$ cat src/rtl/usb_cmd_pkg.sv
// Shared types for the USB FIFO command decoder: header op codes, framing
// constants and the decoder FSM state encoding.
package usb_cmd_pkg;

  typedef enum logic [1:0] {
    OP_WRITE = 2'b00,
    OP_READ  = 2'b01,
    OP_PING  = 2'b10,
    OP_RSVD  = 2'b11
  } op_e;

  localparam int START_BIT = 7;

  typedef enum logic [1:0] {
    IDLE,
    DATA,
    RDLAT
  } state_e;

endpackage

$ cat src/rtl/usb_sat_counter.sv
// 8-bit counter that increments on inc and sticks at 8'hFF.
module usb_sat_counter (
  input  logic       CLK_USB,
  input  logic       RSTn,
  input  logic       inc,
  output logic [7:0] count
);

  // NOTE: state is updated only with non-blocking assignments so every flop
  // samples pre-edge values, independent of process ordering.
  always_ff @(posedge CLK_USB or negedge RSTn) begin
    if (!RSTn) begin
      count <= 8'h00;
    end else if (inc && (count != 8'hFF)) begin
      count <= count + 8'd1;
    end
  end

endmodule

$ cat src/rtl/usb_cmd_decoder.sv
// Frames 1- and 2-byte host commands from the USB FIFO receive stream into
// register read/write strobes and a one-byte reply hold register.
module usb_cmd_decoder
  import usb_cmd_pkg::*;
#(
  parameter int unsigned TIMEOUT   = 4095,
  parameter int unsigned TIMER_W   = 12,
  parameter logic [7:0]  PING_BYTE = 8'hA5
) (
  input  logic       CLK_USB,
  input  logic       RSTn,
  input  logic       rx_valid,
  input  logic [7:0] rx_data,
  output logic       reg_wr,
  output logic       reg_rd,
  output logic [3:0] reg_addr,
  output logic [7:0] reg_wdata,
  input  logic [7:0] reg_rdata,
  output logic [7:0] tx_data,
  output logic       tx_valid,
  input  logic       tx_ack,
  output logic [7:0] err_count
);

  state_e             state_q, state_d;
  logic [TIMER_W-1:0] timer_q, timer_d;
  logic               wr_d, rd_d;
  logic [3:0]         addr_d;
  logic [7:0]         wdata_d;
  logic               tx_load;
  logic [7:0]         tx_val;
  logic               hdr_take;
  logic               fsm_err;
  logic               ovw_err;
  op_e                hdr_op;
  logic [3:0]         hdr_addr;
  logic               unused_hdr_bit;

  assign hdr_op         = op_e'(rx_data[6:5]);
  assign hdr_addr       = rx_data[3:0];
  assign unused_hdr_bit = rx_data[4];

  // NOTE: every variable gets a default before the case so no path leaves
  // one unassigned, which would otherwise infer a latch.
  always_comb begin
    state_d  = state_q;
    timer_d  = timer_q;
    wr_d     = 1'b0;
    rd_d     = 1'b0;
    addr_d   = reg_addr;
    wdata_d  = reg_wdata;
    tx_load  = 1'b0;
    tx_val   = tx_data;
    hdr_take = 1'b0;
    fsm_err  = 1'b0;

    case (state_q)
      IDLE: hdr_take = rx_valid;
      RDLAT: begin
        tx_load  = 1'b1;
        tx_val   = reg_rdata;
        state_d  = IDLE;
        hdr_take = rx_valid;
      end
      DATA: begin
        if (rx_valid) begin
          wr_d    = 1'b1;
          wdata_d = rx_data;
          state_d = IDLE;
        end else if (timer_q == TIMER_W'(TIMEOUT - 1)) begin
          fsm_err = 1'b1;
          timer_d = '0;
          state_d = IDLE;
        end else begin
          timer_d = timer_q + TIMER_W'(1);
        end
      end
      default: state_d = IDLE;
    endcase

    if (hdr_take) begin
      if (!rx_data[START_BIT]) begin
        fsm_err = 1'b1;
      end else begin
        case (hdr_op)
          OP_WRITE: begin
            addr_d  = hdr_addr;
            timer_d = '0;
            state_d = DATA;
          end
          OP_READ: begin
            rd_d    = 1'b1;
            addr_d  = hdr_addr;
            state_d = RDLAT;
          end
          OP_PING: begin
            // A ping landing on the read-reply cycle replaces that reply.
            if (tx_load) fsm_err = 1'b1;
            tx_load = 1'b1;
            tx_val  = PING_BYTE;
          end
          default: fsm_err = 1'b1;
        endcase
      end
    end
  end

  assign ovw_err = tx_load && tx_valid && !tx_ack;

  always_ff @(posedge CLK_USB or negedge RSTn) begin
    if (!RSTn) begin
      state_q   <= IDLE;
      timer_q   <= '0;
      reg_wr    <= 1'b0;
      reg_rd    <= 1'b0;
      reg_addr  <= 4'h0;
      reg_wdata <= 8'h00;
      tx_data   <= 8'h00;
      tx_valid  <= 1'b0;
    end else begin
      state_q   <= state_d;
      timer_q   <= timer_d;
      reg_wr    <= wr_d;
      reg_rd    <= rd_d;
      reg_addr  <= addr_d;
      reg_wdata <= wdata_d;
      if (tx_load) begin
        tx_data  <= tx_val;
        tx_valid <= 1'b1;
      end else if (tx_ack) begin
        tx_valid <= 1'b0;
      end
    end
  end

  usb_sat_counter u_err_cnt (
    .CLK_USB (CLK_USB),
    .RSTn    (RSTn),
    .inc     (fsm_err || ovw_err),
    .count   (err_count)
  );

endmodule

$ cat config.mk
export PLATFORM = sky130hd
export DESIGN_NAME = usb_cmd_decoder
export DESIGN_NICKNAME = d
export VERILOG_FILES = /design/src/rtl/usb_cmd_pkg.sv /design/src/rtl/usb_sat_counter.sv /design/src/rtl/usb_cmd_decoder.sv
export SDC_FILE = /design/constraint.sdc
export NUM_CORES = 1
export LEC_CHECK = 0
export ABC_AREA = 1
export CAP_MARGIN = 20
export CORE_MARGIN = 2
export CORE_UTILIZATION = 54
export CTS_CLUSTER_DIAMETER = 60
export DETAILED_ROUTE_END_ITERATION = 10
export PLACE_DENSITY_LB_ADDON = 0.15
export REMOVE_ABC_BUFFERS = 1
export SLEW_MARGIN = 0
export SYNTH_ARGS = -nofsm -noshare
export SYNTH_HDL_FRONTEND = slang
export SYNTH_SLANG_ARGS = --single-unit
$ cat constraint.sdc
create_clock -name CLK_USB -period 4.2 [get_ports CLK_USB]
set_input_delay 1.05 -clock CLK_USB [delete_from_list [all_inputs] [get_ports CLK_USB]]
set_output_delay 1.05 -clock CLK_USB [all_outputs]
set_load 0.005 [all_outputs]
==> flow_metrics.tcl, run 1 <==
set metrics [dict create \
    layout-drive-gt1-share 0.08951 \
    ys.flop_type "dfrtp_1" \
    crit_start "u_err_cnt.count[4]" \
    design_area_um2 2905 \
    clock_tree.root_cell "clkbuf_8" \
    cts_tree "yes" \
    crit_cells 1 \
    syn-mean-instance-area_um2 8.366 \
    netlist.area_leader.share 0.5022 \
    wl_mm 4.348 \
    whs_path_depth 2 \
    post-route-util 0.7263 \
    gr-total-overflow 0 \
    nets 346 \
    ant_nets 0 \
    drtPass1Iterations 4 \
    grt_max_degree 46 \
    arrival_ps 1270 \
    min_path_type "flop to flop" \
    worst-path-buf-inv 1 \
    drv_slew 0 \
    via_per_inst 4.968 \
    critPathRequiredTime_ps 3150 \
    synth_common_cells "84 x nand2_1, 45 x dfrtp_1, 31 x inv_1" \
    vias 1858 \
    cap_violations 0 \
    gp_congestion 0.8260 \
    r2r_start "state_q[1]" \
    cts_made_buffers 5 \
    tightest_slew_ps 966.7 \
    htree_levels 2 \
    hold-path-endpoint "reg_wdata[6]" \
    hold_violations 0 \
    antenna_cells 0 \
    synth-seq-area-share 0.5022 \
    crit_family "buffers and inverters" \
    post_dp_cell_area_um2 2790 \
    slowest_stage "clkdlybuf4s50_1" \
    fill_cells 325 \
    dieArea_um2 4683 \
    core_region_area_um2 4000 \
    cts_setup_buffers 0 \
    synthArstFlopShare 1.000 \
    leakagePower_nw 1.448 \
    initial_utilization 0.5605 \
    whs_ps 479.1 \
    drtIter0Drc 58 \
    status "complete, no violations" \
    cts_resized 0 \
    reg2regPathDepth 8 \
    die_w_um 68.44 \
    synth_edf_count 0 \
    critPathMaxStageDelay_ps 540 \
    start_kind "flop" \
    path_cells "clkdlybuf4s50_1" \
    setup_tns_ps 0 \
    clock_latency_ps 300 \
    syn2layout_area_growth_pct 29.58 \
    r2r-end "u_err_cnt.count[4]" \
    yosysTopAreaCell "dfrtp_1" \
    hold_start "reg_wdata[6]" \
    fin_worst_skew_ps 9.994 \
    drc 0 \
    clk_path_buf_depth 2 \
    end_kind "primary output" \
    grt_first_pass_wirelength_mm 7.334 \
    path_clk_slew_ps 90 \
    die_y_um 68.44 \
    clock_sinks 45 \
    yosysWarnings 0 \
    power.density_nw_per_um2 408.7 \
    fmax_ghz 0.4311 \
    yosysMostFrequentCell "nand2_1" \
    track_usage 0.2096 \
    synth_area_um2 2242 \
    rsz0062_at_grt "false" \
    max-vdd-ir-drop_mv 0.3297 \
    grt_pass1_vias 1765 \
    cp_max_fo 5 \
    rows 23 \
    wire_per_inst_um 11.63 \
    ff2ff_setup_slack_ps 2310 \
    yosys-top-cells-area "dfrtp_1 50%, nand2_1 14%, nand3_1 5.4%, inv_1 5.2%, nor2_1 4.5%" \
    holdBufCountCts 0 \
    finalCritPeriodShare 0.5523 \
    yosys.cell_types.count 31 \
    port_buffers 50 \
    ios 51 \
    syn_inst 268 \
    period_minus_slack_ps 2320 \
    slew_headroom 0.3555 \
    antenna_found_initial 0 \
    ys_ff_latch 45 \
    criticalPathCategory "flop to primary output" \
    finalSetupViolations 0 \
    dp_hpwl_mm 3.155 \
]
-- worst max-delay path by stage --
stage / to / slack, ps
final: err_count[4] / 1880
after global routing: err_count[4] / 1830
after CTS: err_count[4] / 1870
after detailed placement: u_err_cnt.count[3] / 1670
after global placement: u_err_cnt.count[7] / 1710
after floorplan: u_err_cnt.count[6] / 2290
-- through the flow --
| step | instances | total power [mW] | worst slack, ps |
|---|---|---|---|
| CTS | 374 | 1.199 | 1870 |
| detailed placement | 366 | 0.8662 | 1665 |
| floorplan | 266 | 0.6834 | 2293 |
| global placement | 366 | 0.8563 | 1709 |
| global route | 374 | 1.257 | 1831 |
| finish | 374 | 1.187 | 1880 |
-- layer usage --
metal,wire length [um],vias up,part of all wire,GRT usage
met5,0,-,0,0
met4,60,0,0.014,0.07500
met3,172,6,0.040,0.04770
met2,2159,33,0.50,0.3726
met1,1954,875,0.45,0.2450
li1,-,944,-,-
-- flip-flops by register name (all words and copies together) (netlist names) --
| register | flops |
|---|---|
| reg_addr | 4 |
| tx_data | 8 |
| state_q | 2 |
| tx_valid | 1 |
| reg_wdata | 8 |
| reg_wr | 1 |
| u_err_cnt.count | 8 |
| reg_rd | 1 |
| timer_q | 12 |
-- cells by family after synthesis --
kind of cell | count (synthesis) | synth area share
compound gates | 16 | 0.03962
xor+xnor | 9 | 0.03516
flops | 45 | 0.5022
simple gates | 160 | 0.3454
buf+inv | 35 | 0.06083
fa+ha+maj | 3 | 0.01674
-- worst min-delay path, delay by kind of cell, from the launching register on --
kind             cells  cell delay [ps]
flip-flops           1              350
AND/OR/NAND/NOR      2              100
-- layout by cell type (no fill, tap or decap) --
| cell type | count |
|---|---|
| o21ai_0 | 10 |
| o21bai_1 | 1 |
| o21ai_2 | 1 |
| nor2_1 | 27 |
| nor2_4 | 5 |
| inv_1 | 31 |
| a21oi_1 | 2 |
| clkinvlp_4 | 1 |
| inv_4 | 1 |
| nand3_4 | 1 |
| nor3_1 | 2 |
| bufinv_16 | 1 |
| dfrtp_1 | 45 |
| nand4_1 | 3 |
| or2_2 | 1 |
| nand3_1 | 24 |
| nand4_4 | 1 |
| o21ai_1 | 1 |
| nor3b_1 | 1 |
| inv_2 | 1 |
| nand2_4 | 4 |
| xnor2_1 | 2 |
| nand2_1 | 84 |
| nand2_2 | 1 |
| clkdlybuf4s50_1 | 49 |
| clkbuf_8 | 5 |
| ha_1 | 3 |
| nand3_2 | 1 |
| or2_1 | 1 |
| nor3_2 | 2 |
| and3_1 | 1 |
| xor2_1 | 7 |
| nor2_2 | 1 |
| a211oi_1 | 1 |
| clkinv_4 | 1 |
| buf_2 | 1 |
-- power by group --
part | total [mW] | internal [mW] | leakage, nW | switching (mW)
clock | 0.331 | 0.178 | 0.0543 | 0.153
combinational | 0.291 | 0.173 | 0.810 | 0.119
sequential | 0.565 | 0.505 | 0.584 | 0.0599
total | 1.19 | 0.856 | 1.45 | 0.331
-- final cells by class --
cell class                 count  area, um2  share of cell area
sequential                    45       1126              0.3876
multi-input combinational    188      979.7              0.3372
inverter                      33      126.4             0.04350
timing repair buffer          50      495.5              0.1705
clock inverter                 3      46.29             0.01593
tap                           50      62.56             0.02153
clock buffer                   5      68.82             0.02369
(Power assumes the default switching activity.)
==> inputs of run 2 (changes only) <==
Settings changed: CORE_UTILIZATION 54 to 50.
Clock period 4.2 ns to 2.4 ns, I/O delays scaled along.
==> flow_metrics.tcl, run 2 (synthesis gave the netlist of run 1 again) <==
set metrics [dict create \
    drtIter0Drc 104 \
    gp_congestion 0.8126 \
    power.density_nw_per_um2 711.9 \
    ant_nets 0 \
    htree_levels 2 \
    finalCritPeriodShare 0.7805 \
    layout-drive-gt1-share 0.09202 \
    clock_latency_ps 300 \
    clock_tree.root_cell "clkbuf_8" \
    grtUsageMet1 0.2493 \
    via_per_inst 4.770 \
    core_region_area_um2 4324 \
    syn2layout_area_growth_pct 30.41 \
    critPathRequiredTime_ps 1800 \
    leakagePower_nw 1.462 \
    crit_family "buffers and inverters" \
    preCtsSetupSlack_ps 293.9 \
    wl_mm 4.336 \
    path_cells "clkdlybuf4s50_1" \
    slowest_stage "clkdlybuf4s50_1" \
    nets 348 \
    clock_sinks 45 \
    cp_max_fo 5 \
    finalSetupViolations 0 \
    antenna_found_initial 0 \
    post_dp_cell_area_um2 2808 \
    fmax_ghz 0.5339 \
    critPathMaxStageDelay_ps 540 \
    drc 0 \
    largest_register "timer_q" \
    end_kind "primary output" \
    track_usage 0.1960 \
    min_path_type "input pin to asynchronous set/reset pin" \
    drv_slew 0 \
    grt_first_pass_wirelength_mm 7.866 \
    start_kind "flop" \
    setup_tns_ps 0 \
    final_cell_mix "84 x nand2_1, 49 x clkdlybuf4s50_1, 45 x dfrtp_1" \
    gr-usage-met2 0.3313 \
    worst-path-buf-inv 1 \
    slew_headroom 0.6257 \
    path_clk_slew_ps 80 \
    status "complete, no violations" \
    cts_setup_buffers 0 \
    grt_max_degree 46 \
    wire_per_inst_um 11.47 \
    dieArea_um2 5036 \
    busiest_layer "met2" \
    grt_use_met3 0.04701 \
    port_buffers 50 \
    largest_reg_flops 12 \
    gr-total-overflow 0 \
    cap_violations 0 \
    clk_path_buf_depth 2 \
    dp_hpwl_mm 3.142 \
    max-vdd-ir-drop_mv 0.4549 \
    die_w_um 70.97 \
    vias 1803 \
    ios 51 \
    finalPower_mw 2.082 \
    arrival_ps 1270 \
    final_common_cell "nand2_1" \
    tightest_slew_ps 561.5 \
    design_area_um2 2924 \
    fin_worst_skew_ps 5.385 \
    cts_made_buffers 5 \
    rsz0062_at_grt "false" \
    rows 24 \
    cts_tree "yes" \
    drtPass1Iterations 4 \
    fin_ws_ps 526.9 \
    period_minus_slack_ps 1873 \
    die_y_um 70.97 \
    hold_violations 0 \
    initial_utilization 0.5185 \
    cts_resized 0 \
    antenna_cells 0 \
    criticalPathCategory "flop to primary output" \
    grt_pass1_vias 1753 \
    holdBufCountCts 0 \
]
## run 2: changes by cell type in the layout (fill, tap and decap cells not counted)
cell,change
buf_4,+2
clkbuf_1,+1
clkbuf_8,+1
clkinv_4,-1
clkinvlp_4,-1
## run 2: metal layers
metal | part of all wire | routed length [um]
met4 | 0.0078 | 34
met1 | 0.46 | 1983
met2 | 0.48 | 2101
met5 | 0 | 0
met3 | 0.050 | 215
## run 2: area by class of cell
cell class                      count  area [um2]
Clock buffer                        7       86.33
Clock inverter                      1       30.03
Fill cell                         385        1400
Inverter                           33       126.4
Multi-Input combinational cell    188       979.7
Sequential cell                    45        1126
Tap cell                           52       65.06
Timing Repair Buffer               52       510.5
## run 2: final timing paths
kind / start / endpoint / slack [ps] / depth (start not counted)
max: u_err_cnt.count[2] / err_count[2] / 530 / 1
min: RSTn / reg_wdata[0] / 370 / 2
max reg2reg: timer_q[0] / u_err_cnt.count[5] / 800 / 9
min reg2reg: reg_wdata[4] / reg_wdata[4] / 470 / 2
max in group asynchronous: RSTn / timer_q[2] / 1640 / 2
min in group CLK_USB: reg_wdata[4] / reg_wdata[4] / 470 / 2
## run 2: power breakdown
group | internal [mW] | switching (mW)
sequential | 0.884 | 0.106
clock | 0.339 | 0.250
combinational | 0.302 | 0.200
## run 2: through the flow
| stage | hold slack [ps] | utilization | cells |
|---|---|---|---|
| 5_1_grt | 414.9 | 0.6762 | 378 |
| 2_1_floorplan | 304.4 | - | 266 |
| 3_3_place_gp | 457.4 | 0.6493 | 370 |
| 3_5_place_dp | 457.5 | 0.6493 | 370 |
| 6_report | 374.2 | 0.6762 | 378 |
| 4_1_cts | 382.5 | 0.6762 | 378 |
==> inputs of run 3 (changes only) <==
Settings changed: CORE_UTILIZATION 50 to 45.
Clock period 2.4 ns to 1.65 ns, I/O delays scaled along.
==> flow_metrics.tcl, run 3 (synthesis gave the netlist of run 1 again) <==
set metrics [dict create \
    wl_mm 4.686 \
    dieArea_um2 5563 \
    max-vdd-ir-drop_mv 0.6817 \
    drc 0 \
    grt_pass1_vias 1826 \
    setup_tns_ps 0 \
    cap_violations 0 \
    antenna_cells 0 \
    rows 25 \
    clk_path_buf_depth 2 \
    end_kind "primary output" \
    core_region_area_um2 4755 \
    leakagePower_nw 1.602 \
    grt_max_degree 46 \
    finalCritPeriodShare 0.9621 \
    pwr-share-comb 0.265 \
    clock_tree.root_cell "clkbuf_8" \
    grt_first_pass_wirelength_mm 8.100 \
    layout-drive-gt1-share 0.1561 \
    final_common_cell "nand2_1" \
    cts_tree "yes" \
    die_w_um 74.59 \
    drv_slew 0 \
    clock_sinks 45 \
    arrival_ps 1170 \
    ant_nets 0 \
    htree_levels 2 \
    period_minus_slack_ps 1587 \
    critPathRequiredTime_ps 1240 \
    path_clk_slew_ps 80 \
    min_path_type "input pin to asynchronous set/reset pin" \
    die_y_um 74.59 \
    tightest_slew_ps 351.2 \
    fin_ws_ps 62.57 \
    holdBufCountCts 0 \
    pwr-share-seq 0.458 \
    critPathMaxStageDelay_ps 510 \
    status "complete, no violations" \
    finalSetupViolations 0 \
    drtIter0Drc 85 \
    initial_utilization 0.4716 \
    antenna_found_initial 0 \
    worst-path-buf-inv 1 \
    ios 51 \
    clock_latency_ps 290 \
    cts_made_buffers 5 \
    via_per_inst 4.586 \
    vias 1894 \
    cp_max_fo 2 \
    final_cell_mix "84 x nand2_1, 45 x clkdlybuf4s50_1, 44 x dfrtp_1" \
    placed_cells 397 \
    criticalPathCategory "flop to primary output" \
    fin_worst_skew_ps 4.170 \
    dp_hpwl_mm 3.373 \
    rsz0062_at_grt "false" \
    power.density_nw_per_um2 989.5 \
    clkPwrFrac 0.276 \
    syn2layout_area_growth_pct 39.73 \
    hold_violations 0 \
    track_usage 0.1880 \
    sw_frac_of_total 0.2688 \
    largest_register "timer_q" \
    gp_congestion 0.8614 \
    final_cells 413 \
    crit_family "buffers and inverters" \
    fmax_ghz 0.6299 \
    path_cells "clkdlybuf4s50_1" \
    cell_internal_pwr_mw 2.267 \
    switching_power_mw 0.8334 \
    preCtsSetupSlack_ps -204.6 \
    slowest_stage "clkdlybuf4s50_1" \
    gr-total-overflow 0 \
    slew_headroom 0.7656 \
    wire_per_inst_um 11.35 \
    port_buffers 50 \
    whs_ps 78.23 \
    nets 368 \
    drtPass1Iterations 4 \
    largest_reg_flops 12 \
    start_kind "flop" \
]
-- run 3: path summary, 6_finish.rpt --
check                                endpoint                from  cells past startpoint  slack (ps)
hold / removal                   reg_wdata[1]                RSTn                      2          80
setup reg to reg           u_err_cnt.count[6]          timer_q[0]                      9         150
min in group CLK_USB             reg_wdata[4]        reg_wdata[4]                      2         480
hold reg to reg                  reg_wdata[4]        reg_wdata[4]                      2         480
setup / recovery                 err_count[2]  u_err_cnt.count[2]                      1          60
max in group asynchronous  u_err_cnt.count[4]                RSTn                      2        1340
-- run 3: power by group through the flow --
stage               combinational (mW)  clock (mW)  sequential, mW
finish                           0.822       0.857            1.42
global route                     0.922       0.921            1.44
CTS                              0.827       0.876            1.42
detailed placement               0.767           0            1.46
global placement                 0.748           0            1.45
floorplan                        0.288           0            1.45
-- run 3: layer usage --
| metal | track usage | routed length, um | share of wire |
|---|---|---|---|
| met5 | 0 | 0 | 0 |
| met4 | 0.03571 | 35 | 0.0075 |
| met3 | 0.05420 | 197 | 0.042 |
| met2 | 0.3078 | 2228 | 0.48 |
| met1 | 0.2522 | 2225 | 0.47 |
-- run 3: per-stage QoR --
step | power (mW) | cell area (um2) | utilization
floorplan | 1.740 | 2232 | -
global placement | 2.201 | 2929 | 0.6161
detailed placement | 2.226 | 2929 | 0.6161
CTS | 3.122 | 3083 | 0.6484
global route | 3.287 | 3133 | 0.6589
finish | 3.100 | 3133 | 0.6589
-- run 3: what timing repair did --
action,CTS,global route
cloned,0,0
endpoints found under the setup margin,6,12
buffers inserted,5,3
pin swaps,0,1
gates resized for setup,2,8
-- run 3: cell type report --
cell class | count | area (um2)
clock buffer | 7 | 86.33
clock inverter | 1 | 30.03
fill | 408 | 1622
inverter | 33 | 126.4
multi-input combinational | 188 | 999.7
sequential | 45 | 1127
tap | 67 | 83.83
timing repair buffer | 72 | 679.4
